**src/rtl/lumi_regs_mc.sv**
```systemverilog
// Multi-channel LUMI control register block: sideband register file, per-channel
// link qualification FSMs with settle delay, auto-config on link-up, and a sticky event irq.
module lumi_regs_mc #(
  parameter int          NCH       = 2,
  parameter int          RW        = 32,
  parameter int          REGAW     = 8,
  parameter int          LINKDLY   = 16,
  parameter int          CRDTDEPTH = 19,
  parameter logic [15:0] INTRVLRST = 16'h00FF
) (
  input  logic                clk,
  input  logic                reset,
  input  logic                devicemode,
  input  logic                deviceready,
  input  logic                reg_req_valid,
  input  logic                reg_req_write,
  input  logic [REGAW-1:0]    reg_req_addr,
  input  logic [RW-1:0]       reg_req_wrdata,
  output logic                reg_req_ready,
  output logic                reg_resp_valid,
  output logic [RW-1:0]       reg_resp_rddata,
  output logic                reg_resp_error,
  input  logic                reg_resp_ready,
  input  logic [NCH-1:0]      phy_linkactive,
  input  logic [8*NCH-1:0]    phy_iow,
  output logic [NCH-1:0]      linkactive,
  output logic                irq,
  output logic [1:0]          csr_arbmode,
  output logic [NCH-1:0]      csr_txen,
  output logic [NCH-1:0]      csr_txcrdt_en,
  output logic [NCH-1:0]      csr_rxen,
  output logic [8*NCH-1:0]    csr_txiowidth,
  output logic [8*NCH-1:0]    csr_rxiowidth,
  output logic [16*NCH-1:0]   csr_txcrdt_intrvl,
  output logic [16*NCH-1:0]   csr_rxcrdt_req_init,
  output logic [16*NCH-1:0]   csr_rxcrdt_resp_init,
  input  logic [32*NCH-1:0]   csr_txcrdt_status
);

  typedef enum logic [1:0] {DOWN, SETTLE, UP} state_t;

  state_t        state    [NCH];
  logic [15:0]   cnt      [NCH];
  logic [RW-1:0] txmode   [NCH];
  logic [RW-1:0] rxmode   [NCH];
  logic [RW-1:0] crdtinit [NCH];
  logic [15:0]   intrvl   [NCH];
  logic [1:0]    arbmode;
  logic [RW-1:0] evt, eventen, set_ev, rd;
  logic [NCH-1:0] qual, load, down_ev, wr_tx, wr_rx, wr_ci, wr_iv;
  logic          acc, wr, err, wr_ctrl, wr_evt, wr_even;
  int            word, chn, off;
  logic [1:0]    addr_unused;

  function automatic logic [15:0] crdt_sat(input logic [7:0] iow);
    logic [31:0] s;
    s = 32'(CRDTDEPTH) << iow;
    crdt_sat = (s > 32'h0000_FFFF) ? 16'hFFFF : s[15:0];
  endfunction

  assign addr_unused   = reg_req_addr[1:0];
  assign reg_req_ready = ~reg_resp_valid;

  // Address decode and read mux
  always_comb begin
    acc = reg_req_valid & ~reg_resp_valid;
    wr = acc & reg_req_write;
    word = int'(reg_req_addr[REGAW-1:2]);
    chn = 0;
    off = 0;
    rd = '0;
    err = 1'b0;
    wr_ctrl = 1'b0;
    wr_evt = 1'b0;
    wr_even = 1'b0;
    wr_tx = '0;
    wr_rx = '0;
    wr_ci = '0;
    wr_iv = '0;
    if (word < 4) begin
      case (word)
        0: begin rd[5:4] = arbmode; wr_ctrl = wr; end
        1: rd[NCH-1:0] = linkactive;
        2: begin rd = evt; wr_evt = wr; end
        default: begin rd = eventen; wr_even = wr; end
      endcase
    end else if (word >= 16 && ((word - 16) >> 3) < NCH && ((word - 16) & 7) <= 4) begin
      chn = (word - 16) >> 3;
      off = (word - 16) & 7;
      for (int c = 0; c < NCH; c++) begin
        if (c == chn) begin
          case (off)
            0: begin rd = txmode[c]; wr_tx[c] = wr; end
            1: begin rd = rxmode[c]; wr_rx[c] = wr; end
            2: begin rd = crdtinit[c]; wr_ci[c] = wr; end
            3: begin rd[15:0] = intrvl[c]; wr_iv[c] = wr; end
            default: rd = csr_txcrdt_status[c*32 +: 32];
          endcase
        end
      end
    end else begin
      err = 1'b1;
    end
  end

  always_comb begin
    set_ev = '0;
    for (int c = 0; c < NCH; c++) begin
      qual[c]       = phy_linkactive[c] & (deviceready | ~devicemode);
      load[c]       = (state[c] == SETTLE) && qual[c] && (cnt[c] == 16'(LINKDLY - 1));
      down_ev[c]    = (state[c] == UP) && !qual[c];
      set_ev[c]     = load[c];
      set_ev[8 + c] = down_ev[c];
    end
  end

  // Response channel: one outstanding request, response held until accepted
  always_ff @(posedge clk) begin
    if (reset) begin
      reg_resp_valid  <= 1'b0;
      reg_resp_rddata <= '0;
      reg_resp_error  <= 1'b0;
    end else if (acc) begin
      reg_resp_valid  <= 1'b1;
      reg_resp_rddata <= reg_req_write ? '0 : rd;
      reg_resp_error  <= err;
    end else if (reg_resp_ready) begin
      reg_resp_valid  <= 1'b0;
    end
  end

  // Per-channel link qualification FSMs
  always_ff @(posedge clk) begin
    for (int c = 0; c < NCH; c++) begin
      if (reset) begin
        state[c]      <= DOWN;
        cnt[c]        <= '0;
        linkactive[c] <= 1'b0;
      end else begin
        case (state[c])
          DOWN: if (qual[c]) begin
            cnt[c]   <= '0;
            state[c] <= SETTLE;
          end
          SETTLE: if (!qual[c]) begin
            state[c] <= DOWN;
          end else if (load[c]) begin
            state[c]      <= UP;
            linkactive[c] <= 1'b1;
          end else begin
            cnt[c] <= cnt[c] + 16'd1;
          end
          UP: if (!qual[c]) begin
            state[c]      <= DOWN;
            linkactive[c] <= 1'b0;
          end
          default: state[c] <= DOWN;
        endcase
      end
    end
  end

  // Channel config registers; the link-up load overrides a same-cycle software write
  always_ff @(posedge clk) begin
    for (int c = 0; c < NCH; c++) begin
      if (reset) begin
        txmode[c]   <= '0;
        rxmode[c]   <= '0;
        crdtinit[c] <= '0;
        intrvl[c]   <= INTRVLRST;
      end else begin
        if (load[c]) begin
          txmode[c]   <= {8'h00, phy_iow[c*8 +: 8], 8'h00, 8'h11};
          rxmode[c]   <= {8'h00, phy_iow[c*8 +: 8], 16'h0001};
          crdtinit[c] <= {2{crdt_sat(phy_iow[c*8 +: 8])}};
        end else begin
          if (wr_tx[c]) txmode[c]   <= reg_req_wrdata & 32'h00FF_0011;
          if (wr_rx[c]) rxmode[c]   <= reg_req_wrdata & 32'h00FF_0001;
          if (wr_ci[c]) crdtinit[c] <= reg_req_wrdata;
        end
        if (wr_iv[c]) intrvl[c] <= reg_req_wrdata[15:0];
      end
    end
  end

  // Global registers; a hardware event set beats a same-cycle W1C clear
  always_ff @(posedge clk) begin
    if (reset) begin
      arbmode <= '0;
      evt     <= '0;
      eventen <= '0;
      irq     <= 1'b0;
    end else begin
      if (wr_ctrl) arbmode <= reg_req_wrdata[5:4];
      if (wr_even) eventen <= reg_req_wrdata;
      evt <= (evt & ~(wr_evt ? reg_req_wrdata : '0)) | set_ev;
      irq <= |(evt & eventen);
    end
  end

  assign csr_arbmode = arbmode;

  for (genvar g = 0; g < NCH; g++) begin : g_out
    assign csr_txen[g]                   = linkactive[g] & txmode[g][0];
    assign csr_rxen[g]                   = linkactive[g] & rxmode[g][0];
    assign csr_txcrdt_en[g]              = txmode[g][4];
    assign csr_txiowidth[g*8 +: 8]       = txmode[g][23:16];
    assign csr_rxiowidth[g*8 +: 8]       = rxmode[g][23:16];
    assign csr_txcrdt_intrvl[g*16 +: 16] = intrvl[g];
    assign csr_rxcrdt_req_init[g*16 +: 16]  = crdtinit[g][15:0];
    assign csr_rxcrdt_resp_init[g*16 +: 16] = crdtinit[g][31:16];
  end

endmodule
```
**config.mk**
```make
export PLATFORM = sky130hd
export DESIGN_NAME = lumi_regs_mc
export DESIGN_NICKNAME = d
export VERILOG_FILES = /design/src/rtl/lumi_regs_mc.sv
export SDC_FILE = /design/constraint.sdc
export NUM_CORES = 1
export LEC_CHECK = 0
export BUFFER_PORTS_ARGS = -buffer_cell sky130_fd_sc_hd__buf_4
export CAP_MARGIN = 20
export CORE_ASPECT_RATIO = 0.7
export CORE_MARGIN = 5
export CORE_UTILIZATION = 25
export DETAILED_ROUTE_END_ITERATION = 16
export PLACE_DENSITY = 0.54
export SLEW_MARGIN = 0
export SYNTH_ARGS = -nofsm -noshare
export SYNTH_HDL_FRONTEND = slang
export SYNTH_SLANG_ARGS = --single-unit
export TNS_END_PERCENT = 1
```
**constraint.sdc**
```tcl
create_clock -name clk -period 6.4 [get_ports clk]
set_input_delay 1.6 -clock clk [delete_from_list [all_inputs] [get_ports clk]]
set_output_delay 1.6 -clock clk [all_outputs]
set_load 0.005 [all_outputs]
```
==> results.cfg, run 1 <==
[floorplan]
core-area_um2 = 58200
design.die.area_um2 = 63700
die-height_um = 213
initial_utilization_pct = 25.2
io_pins = 303
die_x_um = 299
num_rows = 74

[layout]
area_delta_synth_final_pct = 26.0
fin_nets = 1837
post-route-util_pct = 31.7
final_cell_mix = buf_4, edfxtp_1, nand2_1
layout_commonest_cell = buf_4
final_layout_size_suffix_gt1_share_pct = 27.0
ff_latch_area_um2 = 7170
stdcell_area_um2 = 18500
multi_input_area_um2 = 6690
layoutNonFillerInstCount = 2493
final.fill_count = 5979

[placement]
portBuffers = 300
gp_congestion = 0.921
place_area_um2 = 17300
dpl.cell_count = 2427
hpwl_mm = 48.7

[route]
remaining_drc_errors = 0
routedWlPerCell_um = 26.2
vias = 13400
antenna_left = 0
vias_per_cell = 5.38
drt_pass1_iterations = 6
wirelength_mm = 65.2
drt_iter0_drc = 1694

[synthesis]
synthArstFlopShare_pct = 0
synth_cell_type_count = 67
ys_ff_latch = 273
yosys_most_used_dff = edfxtp_1
syn_nets = 1626
avgSynthCellArea_um2 = 9.82
synth.cell_area_um2 = 14700
ys_warn_count = 0
synth_edf_count = 170
synth_seq_area_share_pct = 48.9
syn_inst = 1493

[worst_setup_path]
slowest_stage = nor2_2
cp.required_ns = 6.83
rr_worst_depth = 7
critPathLaunchType = primary input
cp.arrival_ns = 4.55
crit_chain = buf_4, nand4b_1, or3_1, nor2_2, buf_4, nand2_1, a21oi_1
critical_path_depth = 7
path_delay_family = simple AND/OR/NAND/NOR gates
crit_buf_inv = 2
critPathCaptureType = register
cp_max_fo = 55
criticalPathCategory = in2reg
cp_common_cell = buf_4
cp_slowest_stage_delay_ns = 0.80

[clocking]
cts_setup_buffers = 0
numCtsBuffers = 34
cts_resized = 0
cts_tree = done
insertion_delay_ns = 0.53
root_buffer = clkbuf_16
cts.sinks = 273
cts_hold_buf = 0
htreeDepth = 2
clk_pin_slew_ns = 0.06
cts_max_path_buffers = 3

[global_routing]
track_usage_pct = 19.3
grt_pass1_wl_mm = 91.3
grt_start_max_net_pins = 80
antenna_found_initial = 13
first_global_vias = 12800
grt_overflow = 0

[timing]
final_max_slew_viol_count = 0
worst_pin_slew_ns = 1.10
rsz0062_at_grt = false
slew_headroom_pct = 26.2
hold_viol = 0
finalCriticalPeriod_ns = 4.12
min_period_over_period_pct = 64.4
setup_violations = 0
worst_hold_slack_ns = 0.447
clock.fmax_ghz = 0.243
setup_tns_ns = 0
final.setup_skew_ns = 0.0258

[status]
outcome = finished clean

[run]
maxCapViolCount = 0

[hold_path]
hp-class = reg2reg
hold_depth = 2

[power_and_ir_drop]
p_leak_nw = 6.96
ir_worst_vdd_uv = 154
power.density_nw_per_um2 = 237
synthesized netlist by cell type, types with 4 or more instances:
cell type | n | area, um2
edfxtp_1 | 170 | 5100
nand2_1 | 152 | 571
a21oi_1 | 137 | 686
dfxtp_1 | 103 | 2060
nor2_1 | 100 | 375
clkbuf_1 | 76 | 285
o21ai_0 | 60 | 300
a22oi_1 | 51 | 383
mux2i_1 | 51 | 510
mux2_2 | 47 | 529
nand2b_1 | 46 | 288
buf_4 | 44 | 330
o22ai_1 | 42 | 263
a221oi_1 | 39 | 342
a22o_1 | 38 | 333
nand3_1 | 34 | 170
nor3_1 | 29 | 145
a21o_1 | 21 | 158
buf_2 | 21 | 105
xor2_1 | 19 | 166
and2_1 | 17 | 106
inv_1 | 17 | 63.8
nor2b_1 | 17 | 106
nor4_1 | 17 | 106
nand4_1 | 16 | 100
xnor2_1 | 13 | 114
buf_1 | 11 | 41.3
and3_1 | 9 | 56.3
o221a_2 | 8 | 90.1
nor3b_1 | 5 | 37.5
o211ai_1 | 5 | 37.5
o31a_1 | 5 | 43.8
or4_1 | 5 | 37.5
a31oi_1 | 4 | 25.0
ha_1 | 4 | 50.1
o2bb2ai_1 | 4 | 35.0
or3_1 | 4 | 25.0
logic make-up (layout without fill, tap and decap cells):
kind of cell / count (synthesis) / after routing / synth area share (%)
AND/OR/NAND/NOR: 471 / 471 / 15.8
adder cells (fa/ha/maj): 4 / 4 / 0.341
buffers and inverters: 172 / 408 / 5.81
flip-flops: 273 / 273 / 48.9
multiplexers: 99 / 99 / 7.24
other: 0 / 4 / 0
XOR/XNOR: 32 / 32 / 1.91
AO/OA/AOI/OAI: 442 / 442 / 20.1
layer usage:
layer | part of all wire (%) | wire, um | vias to the layer above | global-route usage (%)
li1 | - | - | 5982 | -
met1 | 41 | 27000 | 6648 | 26.3
met2 | 45 | 29600 | 682 | 30.6
met3 | 12 | 7510 | 86 | 6.49
met4 | 1.6 | 1050 | 10 | 3.38
met5 | 0.095 | 62 | - | 0
worst reg2reg max path, cell delays in order (launching register included):
cell and delay, ns:
edfxtp_1 0.46, or4_4 0.58, nor4_4 0.44, nand2_1 0.39
inv_1 0.55, buf_16 0.23, nand2_1 0.13, a21bo_2 0.21
area by class of cell:
class                      count  area share [%]
clock inverter                11           0.359
clock buffer                  50            5.61
sequential                   273            38.8
antenna                        4          0.0542
multi-input combinational   1048            36.2
inverter                      18           0.366
timing repair buffer         329            13.5
tap                          760            5.15
worst paths after layout:
check	from	end	slack (ns)
max	reg_req_addr[3]	eventen[21]$_SDFFE_PP0P_	2.28
min	evt[21]$_SDFF_PP0_	evt[21]$_SDFF_PP0_	0.45
max reg2reg	cnt[0][4]$_SDFFCE_PN0P_	crdtinit[0][18]$_DFFE_PP_	3.27
min reg2reg	evt[21]$_SDFF_PP0_	evt[21]$_SDFF_PP0_	0.45
power breakdown:
part / internal [mW] / switching (mW)
Combinational: 0.183 / 0.292
Clock: 1.13 / 0.801
Sequential: 1.92 / 0.0596
Total: 3.23 / 1.15
stage by stage:
step	total power, mW	setup WS, ns
final	4.39	2.28
after floorplan	2.23	0.887
after CTS	4.41	2.33
after global routing	4.53	2.14
after global placement	2.48	1.86
after detailed placement	2.49	1.80
flip-flops by register name, indices dropped and copies added (netlist names):
signal,flops
cnt,32
irq,1
evt,32
intrvl,32
txmode,20
reg_resp_rddata,32
reg_resp_valid,1
crdtinit,64
reg_resp_error,1
linkactive,2
rxmode,18
eventen,32
state,4
csr_arbmode,2
Note: power is estimated with default switching activity, not from simulation.
==> run 2: changes to the inputs <==
--- a/config.mk
+++ b/config.mk
@@ -11,7 +11,7 @@
 export CORE_MARGIN = 5
 export CORE_UTILIZATION = 25
 export DETAILED_ROUTE_END_ITERATION = 16
-export PLACE_DENSITY = 0.54
+export PLACE_DENSITY = 0.55
 export SLEW_MARGIN = 0
 export SYNTH_ARGS = -nofsm -noshare
 export SYNTH_HDL_FRONTEND = slang
==> constraint.sdc (replaced) <==
create_clock -name clk -period 3.5 [get_ports clk]
set_input_delay 0.875 -clock clk [delete_from_list [all_inputs] [get_ports clk]]
set_output_delay 0.875 -clock clk [all_outputs]
set_load 0.005 [all_outputs]
==> results.cfg, run 2 (synthesized netlist as in run 1, its figures left out) <==
[status]
outcome = finished clean

[run]
maxCapViolCount = 0

[layout]
stdcell_area_um2 = 18600
layout_commonest_cell = buf_4
final_cell_mix = buf_4, edfxtp_1, nand2_1
final_layout_size_suffix_gt1_share_pct = 27.5
top_register = crdtinit
fin_nets = 1860
final.fill_count = 5959
area_delta_synth_final_pct = 26.5
post-route-util_pct = 31.9
largest_reg_flops = 64

[floorplan]
initial_utilization_pct = 25.2
die_x_um = 299
num_rows = 74
io_pins = 303
design.die.area_um2 = 63700
core-area_um2 = 58200
die-height_um = 213

[placement]
gp_congestion = 0.908
portBuffers = 300
pre_cts_slack_ns = 0.272
hpwl_mm = 50.0
place_area_um2 = 17600

[global_routing]
grt_start_max_net_pins = 49
grt_pass1_wl_mm = 91.4
antenna_found_initial = 10
track_usage_pct = 19.4
first_global_vias = 12900
grt_overflow = 0

[power_and_ir_drop]
p_int_mw = 5.61
p_leak_nw = 7.02
p_sw_mw = 2.01
power.density_nw_per_um2 = 411
ir_worst_vdd_uv = 397
comb_power_share_pct = 11.7
clockPowerShare_pct = 40.7
power_frac_seq_pct = 47.6
p_sw_share_pct = 26.3

[route]
drt_pass1_iterations = 8
vias_per_cell = 5.36
wirelength_mm = 65.5
remaining_drc_errors = 0
drt_iter0_drc = 1740
vias = 13500
antenna_left = 0
routedWlPerCell_um = 26.0

[clocking]
cts.sinks = 273
cts_setup_buffers = 0
clk_pin_slew_ns = 0.06
cts_tree = done
cts_max_path_buffers = 3
cts_resized = 0
insertion_delay_ns = 0.59
cts_hold_buf = 0
numCtsBuffers = 30
root_buffer = clkbuf_16
htreeDepth = 1

[timing]
final.setup_skew_ns = 0.0251
hold_viol = 0
setup_ws_ns = 0.642
setup_tns_ns = 0
clock.fmax_ghz = 0.350
final_max_slew_viol_count = 0
min_period_over_period_pct = 81.7
setup_violations = 0
finalCriticalPeriod_ns = 2.86
slew_headroom_pct = 41.7
worst_pin_slew_ns = 0.866
rsz0062_at_grt = false

[worst_setup_path]
critPathCaptureType = register
critPathLaunchType = register
cp.required_ns = 3.94
cp.arrival_ns = 3.30
cp_max_fo = 18
criticalPathCategory = reg2reg

[hold_path]
hp-class = reg2reg
[run 2: cell count changes in the layout (fill, tap and decap cells not counted), sizes merged]
cell and delta:
buf +27, clkinv -3, clkinvlp -1, inv -1
[run 2: critical path: stages (launching register included)]
cell and delay [ns]:
edfxtp_1 0.47, or4_4 0.58, nor4_4 0.45, nand2_1 0.12
inv_1 0.55, nand2_1 0.29, a21bo_2 0.27
[run 2: worst paths after layout]
| check | from | endpoint | slack (ns) | depth (start not counted) |
|---|---|---|---|---|
| hold / removal | evt[6]$_SDFF_PP0_ | evt[6]$_SDFF_PP0_ | 0.45 | 2 |
| setup reg to reg | cnt[0][4]$_SDFFCE_PN0P_ | crdtinit[0][1]$_DFFE_PP_ | 0.64 | 6 |
| setup / recovery | cnt[0][4]$_SDFFCE_PN0P_ | crdtinit[0][1]$_DFFE_PP_ | 0.64 | 6 |
| hold reg to reg | evt[6]$_SDFF_PP0_ | evt[6]$_SDFF_PP0_ | 0.45 | 2 |
[run 2: layout make-up]
cell class,count,area (um2),share of cell area [%]
inverters,18,67.6,0.364
repair buffers,356,2740,14.7
multi-input cells,1048,6690,36.0
well taps,760,951,5.13
clock inverters,6,40.0,0.216
diodes,4,10.0,0.0539
flip-flops and latches,273,7170,38.6
clock buffers,50,898,4.84
[run 2: stage by stage]
stage | std cells | total power [mW] | hold WS (ns)
6_report | 2515 | 7.62 | 0.450
5_1_grt | 2513 | 7.87 | 0.464
4_1_cts | 2511 | 7.65 | 0.448
3_5_place_dp | 2455 | 4.57 | 0.437
3_3_place_gp | 2455 | 4.57 | 0.432
2_1_floorplan | 1493 | 4.08 | 0.423
[run 2: power by group through the flow]
stage | Combinational, mW | Sequential [mW] | Clock, mW
after global routing | 0.947 | 3.64 | 3.28
after CTS | 0.884 | 3.63 | 3.14
after floorplan | 0.429 | 3.65 | 0
after global placement | 0.875 | 3.69 | 0
after detailed placement | 0.880 | 3.69 | 0
final | 0.893 | 3.63 | 3.10
[run 2: per-layer routing]
layer / global-route usage [%] / wire length (um) / vias to the layer above
li1: - / - / 6027
met1: 26.3 / 26800 / 6676
met2: 30.4 / 29200 / 687
met3: 6.48 / 8070 / 87
met4: 4.36 / 1440 / 8
met5: 0 / 46 / -
